===== src/rtl/alarm_ring_ctrl.sv =====
// Alarm sequencer between the time/alarm comparator and the buzzer driver.
// Arms, rings on match, runs snooze and ring-timeout intervals, and holds off re-trigger.
module alarm_ring_ctrl #(
    parameter int unsigned SNZ_SECS  = 300,
    parameter int unsigned RING_SECS = 600,
    parameter int unsigned MAX_SNZ   = 3,
    parameter int unsigned CNT_W     = 10
) (
    input  logic       Clk,
    input  logic       Clr,
    input  logic       AlarmEn,
    input  logic       Match,
    input  logic       Tick,
    input  logic       SnoozeBtn,
    input  logic       StopBtn,
    output logic       Ringing,
    output logic       Snoozing,
    output logic       Buzzer,
    output logic [1:0] SnzCnt,
    output logic       DonePls
);

    typedef enum logic [2:0] {
        StIdle,
        StArmed,
        StRing,
        StSnooze,
        StDone
    } state_e;

    localparam logic [CNT_W-1:0] SnzLast  = CNT_W'(SNZ_SECS - 1);
    localparam logic [CNT_W-1:0] RingLast = CNT_W'(RING_SECS - 1);
    localparam logic [1:0]       MaxSnz   = 2'(MAX_SNZ);

    state_e           state_q, state_d;
    logic [CNT_W-1:0] cnt_q, cnt_d;
    logic [1:0]       snz_cnt_q, snz_cnt_d;
    logic             phase_q, phase_d;
    logic             snz_btn_q, snz_btn_d;
    logic             stp_btn_q, stp_btn_d;
    logic             ringing_q, ringing_d;
    logic             snoozing_q, snoozing_d;
    logic             buzzer_q, buzzer_d;
    logic             done_pls_q, done_pls_d;
    logic             snz_e, stp_e;

    always_comb begin
        state_d   = state_q;
        cnt_d     = cnt_q;
        snz_cnt_d = snz_cnt_q;
        phase_d   = phase_q;
        snz_btn_d = SnoozeBtn;
        stp_btn_d = StopBtn;
        snz_e     = SnoozeBtn & ~snz_btn_q;
        stp_e     = StopBtn & ~stp_btn_q;

        if (!AlarmEn) begin
            // Disabling the alarm aborts any activity, whatever the state.
            state_d   = StIdle;
            cnt_d     = '0;
            snz_cnt_d = '0;
            phase_d   = 1'b0;
        end else begin
            unique case (state_q)
                StIdle: begin
                    state_d = StArmed;
                end
                StArmed: begin
                    if (Match) begin
                        state_d   = StRing;
                        cnt_d     = '0;
                        phase_d   = 1'b1;
                        snz_cnt_d = '0;
                    end
                end
                StRing: begin
                    if (stp_e) begin
                        state_d = StDone;
                    end else if (snz_e && (snz_cnt_q < MaxSnz)) begin
                        state_d   = StSnooze;
                        snz_cnt_d = snz_cnt_q + 2'd1;
                        cnt_d     = '0;
                    end else if (Tick) begin
                        // An exhausted snooze press falls through to normal timing.
                        phase_d = ~phase_q;
                        if (cnt_q == RingLast) begin
                            state_d = StDone;
                        end else begin
                            cnt_d = cnt_q + CNT_W'(1);
                        end
                    end
                end
                StSnooze: begin
                    if (stp_e) begin
                        state_d = StDone;
                    end else if (Tick) begin
                        if (cnt_q == SnzLast) begin
                            state_d = StRing;
                            cnt_d   = '0;
                            phase_d = 1'b1;
                        end else begin
                            cnt_d = cnt_q + CNT_W'(1);
                        end
                    end
                end
                StDone: begin
                    // Wait out the matching minute so the same alarm cannot retrigger.
                    if (!Match) begin
                        state_d   = StArmed;
                        snz_cnt_d = '0;
                    end
                end
                default: begin
                    state_d = StIdle;
                end
            endcase
        end

        ringing_d  = (state_d == StRing);
        snoozing_d = (state_d == StSnooze);
        buzzer_d   = (state_d == StRing) & phase_d;
        done_pls_d = (state_d == StDone) & (state_q != StDone);
    end

    always_ff @(posedge Clk) begin
        if (Clr) begin
            state_q    <= StIdle;
            cnt_q      <= '0;
            snz_cnt_q  <= '0;
            phase_q    <= 1'b0;
            snz_btn_q  <= 1'b0;
            stp_btn_q  <= 1'b0;
            ringing_q  <= 1'b0;
            snoozing_q <= 1'b0;
            buzzer_q   <= 1'b0;
            done_pls_q <= 1'b0;
        end else begin
            state_q    <= state_d;
            cnt_q      <= cnt_d;
            snz_cnt_q  <= snz_cnt_d;
            phase_q    <= phase_d;
            snz_btn_q  <= snz_btn_d;
            stp_btn_q  <= stp_btn_d;
            ringing_q  <= ringing_d;
            snoozing_q <= snoozing_d;
            buzzer_q   <= buzzer_d;
            done_pls_q <= done_pls_d;
        end
    end

    assign Ringing  = ringing_q;
    assign Snoozing = snoozing_q;
    assign Buzzer   = buzzer_q;
    assign SnzCnt   = snz_cnt_q;
    assign DonePls  = done_pls_q;

endmodule

===== config.mk =====
export PLATFORM = sky130hd
export DESIGN_NAME = alarm_ring_ctrl
export DESIGN_NICKNAME = d
export VERILOG_FILES = /design/src/rtl/alarm_ring_ctrl.sv
export SDC_FILE = /design/constraint.sdc
export NUM_CORES = 1
export LEC_CHECK = 0
export CAP_MARGIN = 30
export CORE_ASPECT_RATIO = 0.5
export CORE_MARGIN = 2
export CORE_UTILIZATION = 25
export CTS_CLUSTER_DIAMETER = 50
export CTS_CLUSTER_SIZE = 20
export DETAILED_ROUTE_END_ITERATION = 6
export PLACE_DENSITY_LB_ADDON = 0.2
export SYNTH_ARGS = -nofsm -noshare
export SYNTH_HDL_FRONTEND = slang
export SYNTH_SLANG_ARGS = --single-unit

===== constraint.sdc =====
create_clock -name Clk -period 2.5 [get_ports Clk]
set_clock_uncertainty 0.05 [all_clocks]
set_input_delay 0.25 -clock Clk [delete_from_list [all_inputs] [get_ports Clk]]
set_output_delay 0.25 -clock Clk [all_outputs]
set_load 0.05 [all_outputs]

After elaboration in Yosys (flattened, before gate mapping)
Cells that the tools add are included.
W data, S select, Z words.
{ "classes": {"n_lt_le_gt_ge": 1, "n_eq_ne": 18, "bitwise": 8, "n_addsub": 2, "reduce_logical": 7, "muxes": 34} }
{ "op_table": {"columns": ["op", "n"], "rows": [
  ["$mux W10", 8],
  ["$mux W3", 10],
  ["$pmux W10 S3", 1],
  ["$pmux W3 S5", 1],
  ["$eq A3 B2 Y1 const B", 4],
  ["$ne A2 B2 Y1 const B", 6],
  ["$add A10 B1 Y10 const B", 1],
  ["$eq A10 B10 Y1 const B", 1],
  ["$eq A10 B9 Y1 const B", 1],
  ["$ne A3 B3 Y1 const B", 3],
  ["$mux W1", 8],
  ["$mux W2", 4],
  ["$reduce_and A7 Y1", 1],
  ["$eq A3 B3 Y1 const B", 2],
  ["$pmux W2 S3", 1],
  ["$reduce_bool A3 Y1", 2],
  ["$reduce_and A5 Y1", 1],
  ["$and A1 B1 Y1", 4],
  ["$not A1 Y1", 4],
  ["$eq A3 B1 Y1 const B", 1],
  ["$logic_not A3 Y1", 1],
  ["$pmux W1 S3", 1],
  ["$add A2 B1 Y2 const B", 1],
  ["$lt A2 B2 Y1 const B", 1],
  ["other kinds (2)", 2]
]} }
{ "word_totals": {"word_cells": 80, "output_inout_bits": 6, "in_bits": 7, "regBits": 22} }

Longest topological paths before layout
Gate-level depths: netlist of run 1.
{ "depth": {"word_depth": 9, "depth_mapped": 7, "mapped_depth_nobuf": 6} }

Worst setup path after synthesis of run 1
Ideal clock, no wire load.
{ "synth_path": {"path_kind": "register -> register", "startpoint": "register snz_cnt_q[0] (netlist: SnzCnt[0])", "endpoint": "register cnt_q[3]", "path_buffers": 1, "path_slack_ps": 404, "t_arrival_ps": 1916, "required_time_ps": 2320, "stages_incl_launch_ff": 8, "path_cell_list": "dfxtp_1 ha_1 or4b_4 nand2_1 o211ai_2 buf_6 o311ai_1 o31ai_1"} }
{ "synth_between": {"elab_chain_len": 5, "word_cells_on_any_way": 8, "classes_between": "order compare: 1; eq/ne: 2; mux: 3; reduce/logical: 2"} }
{ "synth_rtl": {"columns": ["item", "line_no", "source"], "rows": [
  ["from (decl)", "37", "logic [1:0] snz_cnt_q, snz_cnt_d;"],
  ["from (signal assigned)", "140", "snz_cnt_q <= snz_cnt_d;"],
  ["$lt A2 B2 Y1 *", "79", "end else if (snz_e && (snz_cnt_q < MaxSnz)) begin"],
  ["$logic_and A1 B1 Y1 *", "79", null],
  ["$mux W10", "79", null],
  ["$mux W10", "77", "if (stp_e) begin"],
  ["$pmux W10 S3", "64", "unique case (state_q)"],
  ["to (signal assigned)", "139", "cnt_q <= cnt_d;"],
  ["to (decl)", "36", "logic [CNT_W-1:0] cnt_q, cnt_d;"]
]} }
Mark *: on every way between the ends. The rest lies on a longest branch, timed or not. The select of a mux whose other input is x is not followed.
A chain may end at the register's enable or synchronous reset.

Worst setup path in the final report of run 1
{ "layout_path": {"startpoint": "register cnt_q[0]", "endpoint": "register cnt_q[7]"} }
{ "layout_between": {"elab_chain_len": 6, "word_cells_on_any_way": 13, "classes_between": "add/sub: 1; eq/ne: 3; mux: 8; reduce/logical: 1"} }
{ "layout_rtl": {"columns": ["item", "line_no", "source"], "rows": [
  ["$add A10 B1 Y10", "89, 102", null],
  ["$mux W10", "86", "if (cnt_q == RingLast) begin"],
  ["$mux W10", "83", "end else if (Tick) begin"],
  ["$mux W10", "79", null],
  ["$mux W10", "77", null],
  ["$pmux W10 S3", "64", null]
]} }
Parallel ways exist; a longest one is shown, timed or not. The select of a mux whose other input is x is not followed.

==> results.yml, run 1 <==
outcome:
  status: "completed"
synth:
  yosys.area.top_type: "dfxtp_1"
  synth_ff_type: "dfxtp_1"
  synth_warnings: 0
  async_flop_share_pct: 0
  syn_nets: 158
  postSynthAreaPerCell_um2: 8.67
  synthTopCellsByArea: "dfxtp_1 (34%), o311ai_1 (4.7%), nand3_1 (3.9%)"
  ys_ff_latch: 22
  synth_commonest_cells: "dfxtp_1 (22), nand2_1 (12), nand3_1 (10), nor3_1 (10), o311ai_1 (7)"
  yosysSeqAreaShare_pct: 34.1
  synthesis.area_mm2: 0.00129
  synthCells: 149
  netlist-cell-type-count: 51
  synth_edf_count: 0
  synth_most_common_cell: "dfxtp_1"
  synth_top_area_share_pct: 34.1
drt:
  vias_per_cell: 5.12
  via_count: 1194
  wl_per_cell_um: 13.5
  final_antenna_net_count: 0
  drt_iter0_markers: 30
  remaining_drc_errors: 0
  drtPass1Iterations: 4
  wl_um: 3150
power:
  irDropWorstVdd_mv: 0.186
  pwr-share-comb_pct: 9.2
  power_frac_seq_pct: 52.3
  design_power_total_uw: 685
  switching_share_pct: 23.8
  clockPowerShare_pct: 38.5
  p_switching_uw: 163
  power_density_mw_per_mm2: 442
  total_leakage_power_uw: 0.000482
  p_int_uw: 522
grt:
  grt_pass1_wl_um: 5490
  grt_pass1_vias: 1139
  grt_max_degree: 15
  grtUsageTotal_pct: 12.0
  antenna_found_initial: 0
  grt-ovfl-total: 0
sta:
  report.final.slew_viol_count: 0
  worst_pin_slew_ns: 0.515
  fin_tns_setup_ns: 0
  final_hold_viol_count: 0
  fmax_mhz: 461
  finalSetupViolations: 0
  relSlewSlack_pct: 65.5
  finalCriticalPeriod_ns: 2.17
  finalCritPeriodShare_pct: 86.7
  rsz0062_at_grt: "no"
cts:
  cts_tree: "yes"
  clock_path_buffers: 2
  cts_buffers: 3
  clkLatencyLatePin_ns: 0.27
  holdBufCountCts: 0
  clock-root-buffer: "clkbuf_8"
  cts.htree.levels: 1
  path_clk_slew_ns: 0.08
  post_cts_buffers: 0
  clock_sinks: 22
  cts_resized: 0
worst_setup_path:
  r2r_setup_slack_ns: 0.33
  crit_type: "reg -> reg"
  worstSetupEndpointType: "register"
  startpoint_type: "register"
  slowest_stage: "nor2b_2"
  crit_path_max_fanout: 12
  cp.buffers_inverters: 0
  crit_path_max_incr_delay_ns: 0.50
  cp_data_required_time_ns: 2.60
  cp_top_family: "simple AND/OR/NAND/NOR gates"
  crit_chain: "ha_1, nand4bb_1, nor4_1, nor2b_2, nand4b_4, o31ai_1"
  cp_data_arrival_time_ns: 2.26
layout:
  fill_cells: 547
  fin_cells: 233
  final_nets: 173
  multi_input_area_um2: 793
  diodes: 0
  design_area_mm2: 0.00155
  drive_above_1_share_pct: 12.3
  syn_to_final_growth_pct: 20.0
  seq_area_um2: 440
place:
  gp_congestion: 0.776
  dp_hpwl_um: 2340
  portBuffers: 12
  dpl_cell_area_mm2: 0.00149
  placed_cells: 229
floorplanning:
  core_mm2: 0.00495
  row_count: 18
  die_y_um: 54.8
  dieArea_mm2: 0.00579
  die_x_um: 106
  initial_core_util_pct: 26.1
  top_level_ports: 13
job:
  drv_cap: 0
hold_path:
  hp-class: "reg -> reg"
==> state kept, by name (all words and copies together), names as in the netlist <==
signal	flops
snz_btn_q	1
Ringing	1
state_q	3
phase_q	1
stp_btn_q	1
Buzzer	1
SnzCnt	2
cnt_q	10
DonePls	1
Snoozing	1
==> cell usage in the layout (no fill, tap or decap), drive strengths merged, types with 2 or more instances in the layout <==
cell	Yosys	layout
dfxtp	22	22
nand2	12	12
clkdlybuf4s50	0	12
nand3	10	10
nor3	10	10
o21ai	8	8
o311ai	7	7
a21oi	6	6
nor2b	6	6
buf	6	5
nor2	5	5
nand2b	4	4
o31ai	4	4
nand4	4	4
clkbuf	1	4
nor3b	4	4
nor4	3	3
inv	3	3
o22ai	3	3
nand4bb	2	2
a211oi	2	2
or3	2	2
ha	2	2
o211ai	2	2
==> per-layer routing <==
| metal | GRT usage [%] | vias up | share of wire, % |
|---|---|---|---|
| met5 | 0 | - | 0 |
| met4 | 3.29 | 0 | 0.86 |
| met3 | 2.50 | 2 | 2.5 |
| met2 | 20.3 | 19 | 44 |
| met1 | 15.8 | 558 | 53 |
| li1 | - | 615 | - |
==> per-stage QoR <==
step | hold slack, ns | util, % | setup slack, ns
2_1_floorplan | 0.272 | - | 0.404
3_3_place_gp | 0.435 | 30.2 | 0.315
3_5_place_dp | 0.450 | 30.2 | 0.251
4_1_cts | 0.462 | 31.3 | 0.303
5_1_grt | 0.503 | 31.3 | 0.0305
6_report | 0.454 | 31.3 | 0.332
==> worst min-delay path: stages (launching register included) <==
cell     delay (ns)
dfxtp_1        0.34
nand3_1        0.06
o21ai_0        0.06
==> cell type report <==
class,instances,share of cell area (%)
Multi-Input combinational cell,116,51.2
Tap cell,70,5.65
Timing Repair Buffer,17,10.2
Inverter,4,0.969
Sequential cell,22,28.4
Clock buffer,4,3.55
==> cells by family after synthesis <==
logic type / share of synthesized area [%]
and+or+nand+nor: 35.4
adders and majority gates: 2.71
AOI/OAI and AO/OA: 23.4
buffers and inverters: 4.46
DFF: 34.1
==> worst paths after layout <==
| path | startpoint | end | cells after the start |
|---|---|---|---|
| min | SnzCnt[1] | SnzCnt[1] | 2 |
| max | cnt_q[0] | cnt_q[7] | 6 |
| min reg2reg | SnzCnt[1] | SnzCnt[1] | 2 |
| max reg2reg | cnt_q[0] | cnt_q[7] | 6 |
==> power by group through the flow <==
stage | clock, µW | combinational [µW] | sequential [µW]
2_1_floorplan | 0 | 38.4 | 365
3_3_place_gp | 0 | 63.7 | 367
3_5_place_dp | 0 | 63.5 | 367
4_1_cts | 276 | 63.8 | 358
5_1_grt | 289 | 69.5 | 359
6_report | 264 | 63.2 | 358
Note: power is estimated with default switching activity, not from simulation.
==> inputs of run 2 (changes only) <==
PLACE_DENSITY = 0.51   (was unset)
PLACE_DENSITY_LB_ADDON = unset   (was 0.2)
TNS_END_PERCENT = 10   (was unset)
==> results.yml, run 2 (synthesis results as in run 1) <==
outcome:
  status: "completed"
drt:
  final_antenna_net_count: 0
  remaining_drc_errors: 0
  wl_per_cell_um: 13.2
  wl_um: 3060
  vias_per_cell: 5.10
  drtPass1Iterations: 4
  via_count: 1183
  drt_iter0_markers: 63
floorplanning:
  die_y_um: 54.8
  top_level_ports: 13
  initial_core_util_pct: 26.1
  dieArea_mm2: 0.00579
  core_mm2: 0.00495
  row_count: 18
  die_x_um: 106
hold_path:
  hp-class: "reg -> reg"
  hp-start: "SnzCnt[1]"
cts:
  cts_buffers: 3
  path_clk_slew_ns: 0.09
  clock_sinks: 22
  cts.htree.levels: 1
  holdBufCountCts: 0
  clock-root-buffer: "clkbuf_8"
  clkLatencyLatePin_ns: 0.27
  cts_resized: 0
  clock_path_buffers: 2
  post_cts_buffers: 0
  cts_tree: "yes"
sta:
  finalCritPeriodShare_pct: 87.6
  fin_tns_setup_ns: 0
  finalSetupViolations: 0
  rsz0062_at_grt: "no"
  report.final.slew_viol_count: 0
  finalCriticalPeriod_ns: 2.19
  final_hold_viol_count: 0
  fmax_mhz: 456
  worst_pin_slew_ns: 0.546
  relSlewSlack_pct: 63.5
  holdWs_ns: 0.444
layout:
  design_area_mm2: 0.00154
  syn_to_final_growth_pct: 19.4
  drive_above_1_share_pct: 11.7
  fill_cells: 544
  layout_commonest_cell: "dfxtp_1"
  final_cell_mix: "dfxtp_1 (22), nand2_1 (12), clkdlybuf4s50_1 (12)"
  largest_reg_flops: 10
  regMostFlops: "cnt_q"
  final_util_pct: 31.1
  diodes: 0
  final_nets: 172
job:
  drv_cap: 0
grt:
  grt_pass1_wl_um: 5320
  grt-ovfl-total: 0
  grt_pass1_vias: 1073
  grtUsageTotal_pct: 11.8
  antenna_found_initial: 0
  grt_max_degree: 17
worst_setup_path:
  crit_type: "reg -> reg"
  startpoint_type: "register"
  crit_path_max_fanout: 12
  cp_data_arrival_time_ns: 2.29
  cp-startpoint: "cnt_q[0]"
  cp_data_required_time_ns: 2.60
  worstSetupEndpointType: "register"
  r2r-start: "cnt_q[0]"
power:
  total_leakage_power_uw: 0.000477
  irDropWorstVdd_mv: 0.161
  design_power_total_uw: 684
  power_density_mw_per_mm2: 444
place:
  dp_hpwl_um: 2220
  dpl_cell_area_mm2: 0.00149
  gp_congestion: 0.791
  portBuffers: 12
-- run 2: cell types whose count changed in the layout (fill, tap and decap cells not counted), sizes merged --
cell  before  now
buf        5    4
-- run 2: layout make-up --
class / instances / area (µm²) / share of cell area [%]
multi-input cells: 116 / 793 / 51.5
flip-flops and latches: 22 / 440 / 28.6
repair buffers: 16 / 150 / 9.74
well taps: 70 / 87.6 / 5.68
clock buffers: 4 / 55.1 / 3.57
inverters: 4 / 15.0 / 0.974
-- run 2: power breakdown --
part           leakage (µW)  total (µW)  internal [µW]  switching, µW
clock             0.0000288         264            141            124
combinational      0.000270        61.7           26.4           35.4
sequential         0.000178         358            354           4.15
-- run 2: worst max-delay path, stage by stage, from the launching register on --
cell and delay [ns]:
dfxtp_1 0.40, ha_1 0.26, nand4bb_1 0.12, nor4_1 0.34, nor2b_2 0.50, nand4b_4 0.31, o31ai_1 0.09
-- run 2: metal layers --
metal | track usage (%) | wire length [µm] | vias up
li1 | - | - | 611
met1 | 16.7 | 1590 | 542
met2 | 18.2 | 1330 | 28
met3 | 2.50 | 117 | 2
met4 | 3.29 | 27 | 0
met5 | 0 | 0 | -
-- run 2: worst paths after layout --
check	end	slack (ns)	depth (start not counted)
worst max-delay path	cnt_q[7]	0.31	6
worst min register to register	SnzCnt[1]	0.44	2
worst min-delay path	SnzCnt[1]	0.44	2
worst max register to register	cnt_q[7]	0.31	6
-- run 2: per-stage QoR --
stage	worst slack [ns]	cells
after floorplan	0.404	149
after global placement	0.312	228
after detailed placement	0.303	228
after CTS	0.302	232
after global routing	0.133	232
final	0.309	232
==> inputs of run 3 (changes only) <==
CAP_MARGIN = unset   (was 30)
CTS_CLUSTER_DIAMETER = 60   (was 50)
==> results of run 3 <==
Same layout as run 2: the final DEF is identical, and so are final timing and power.
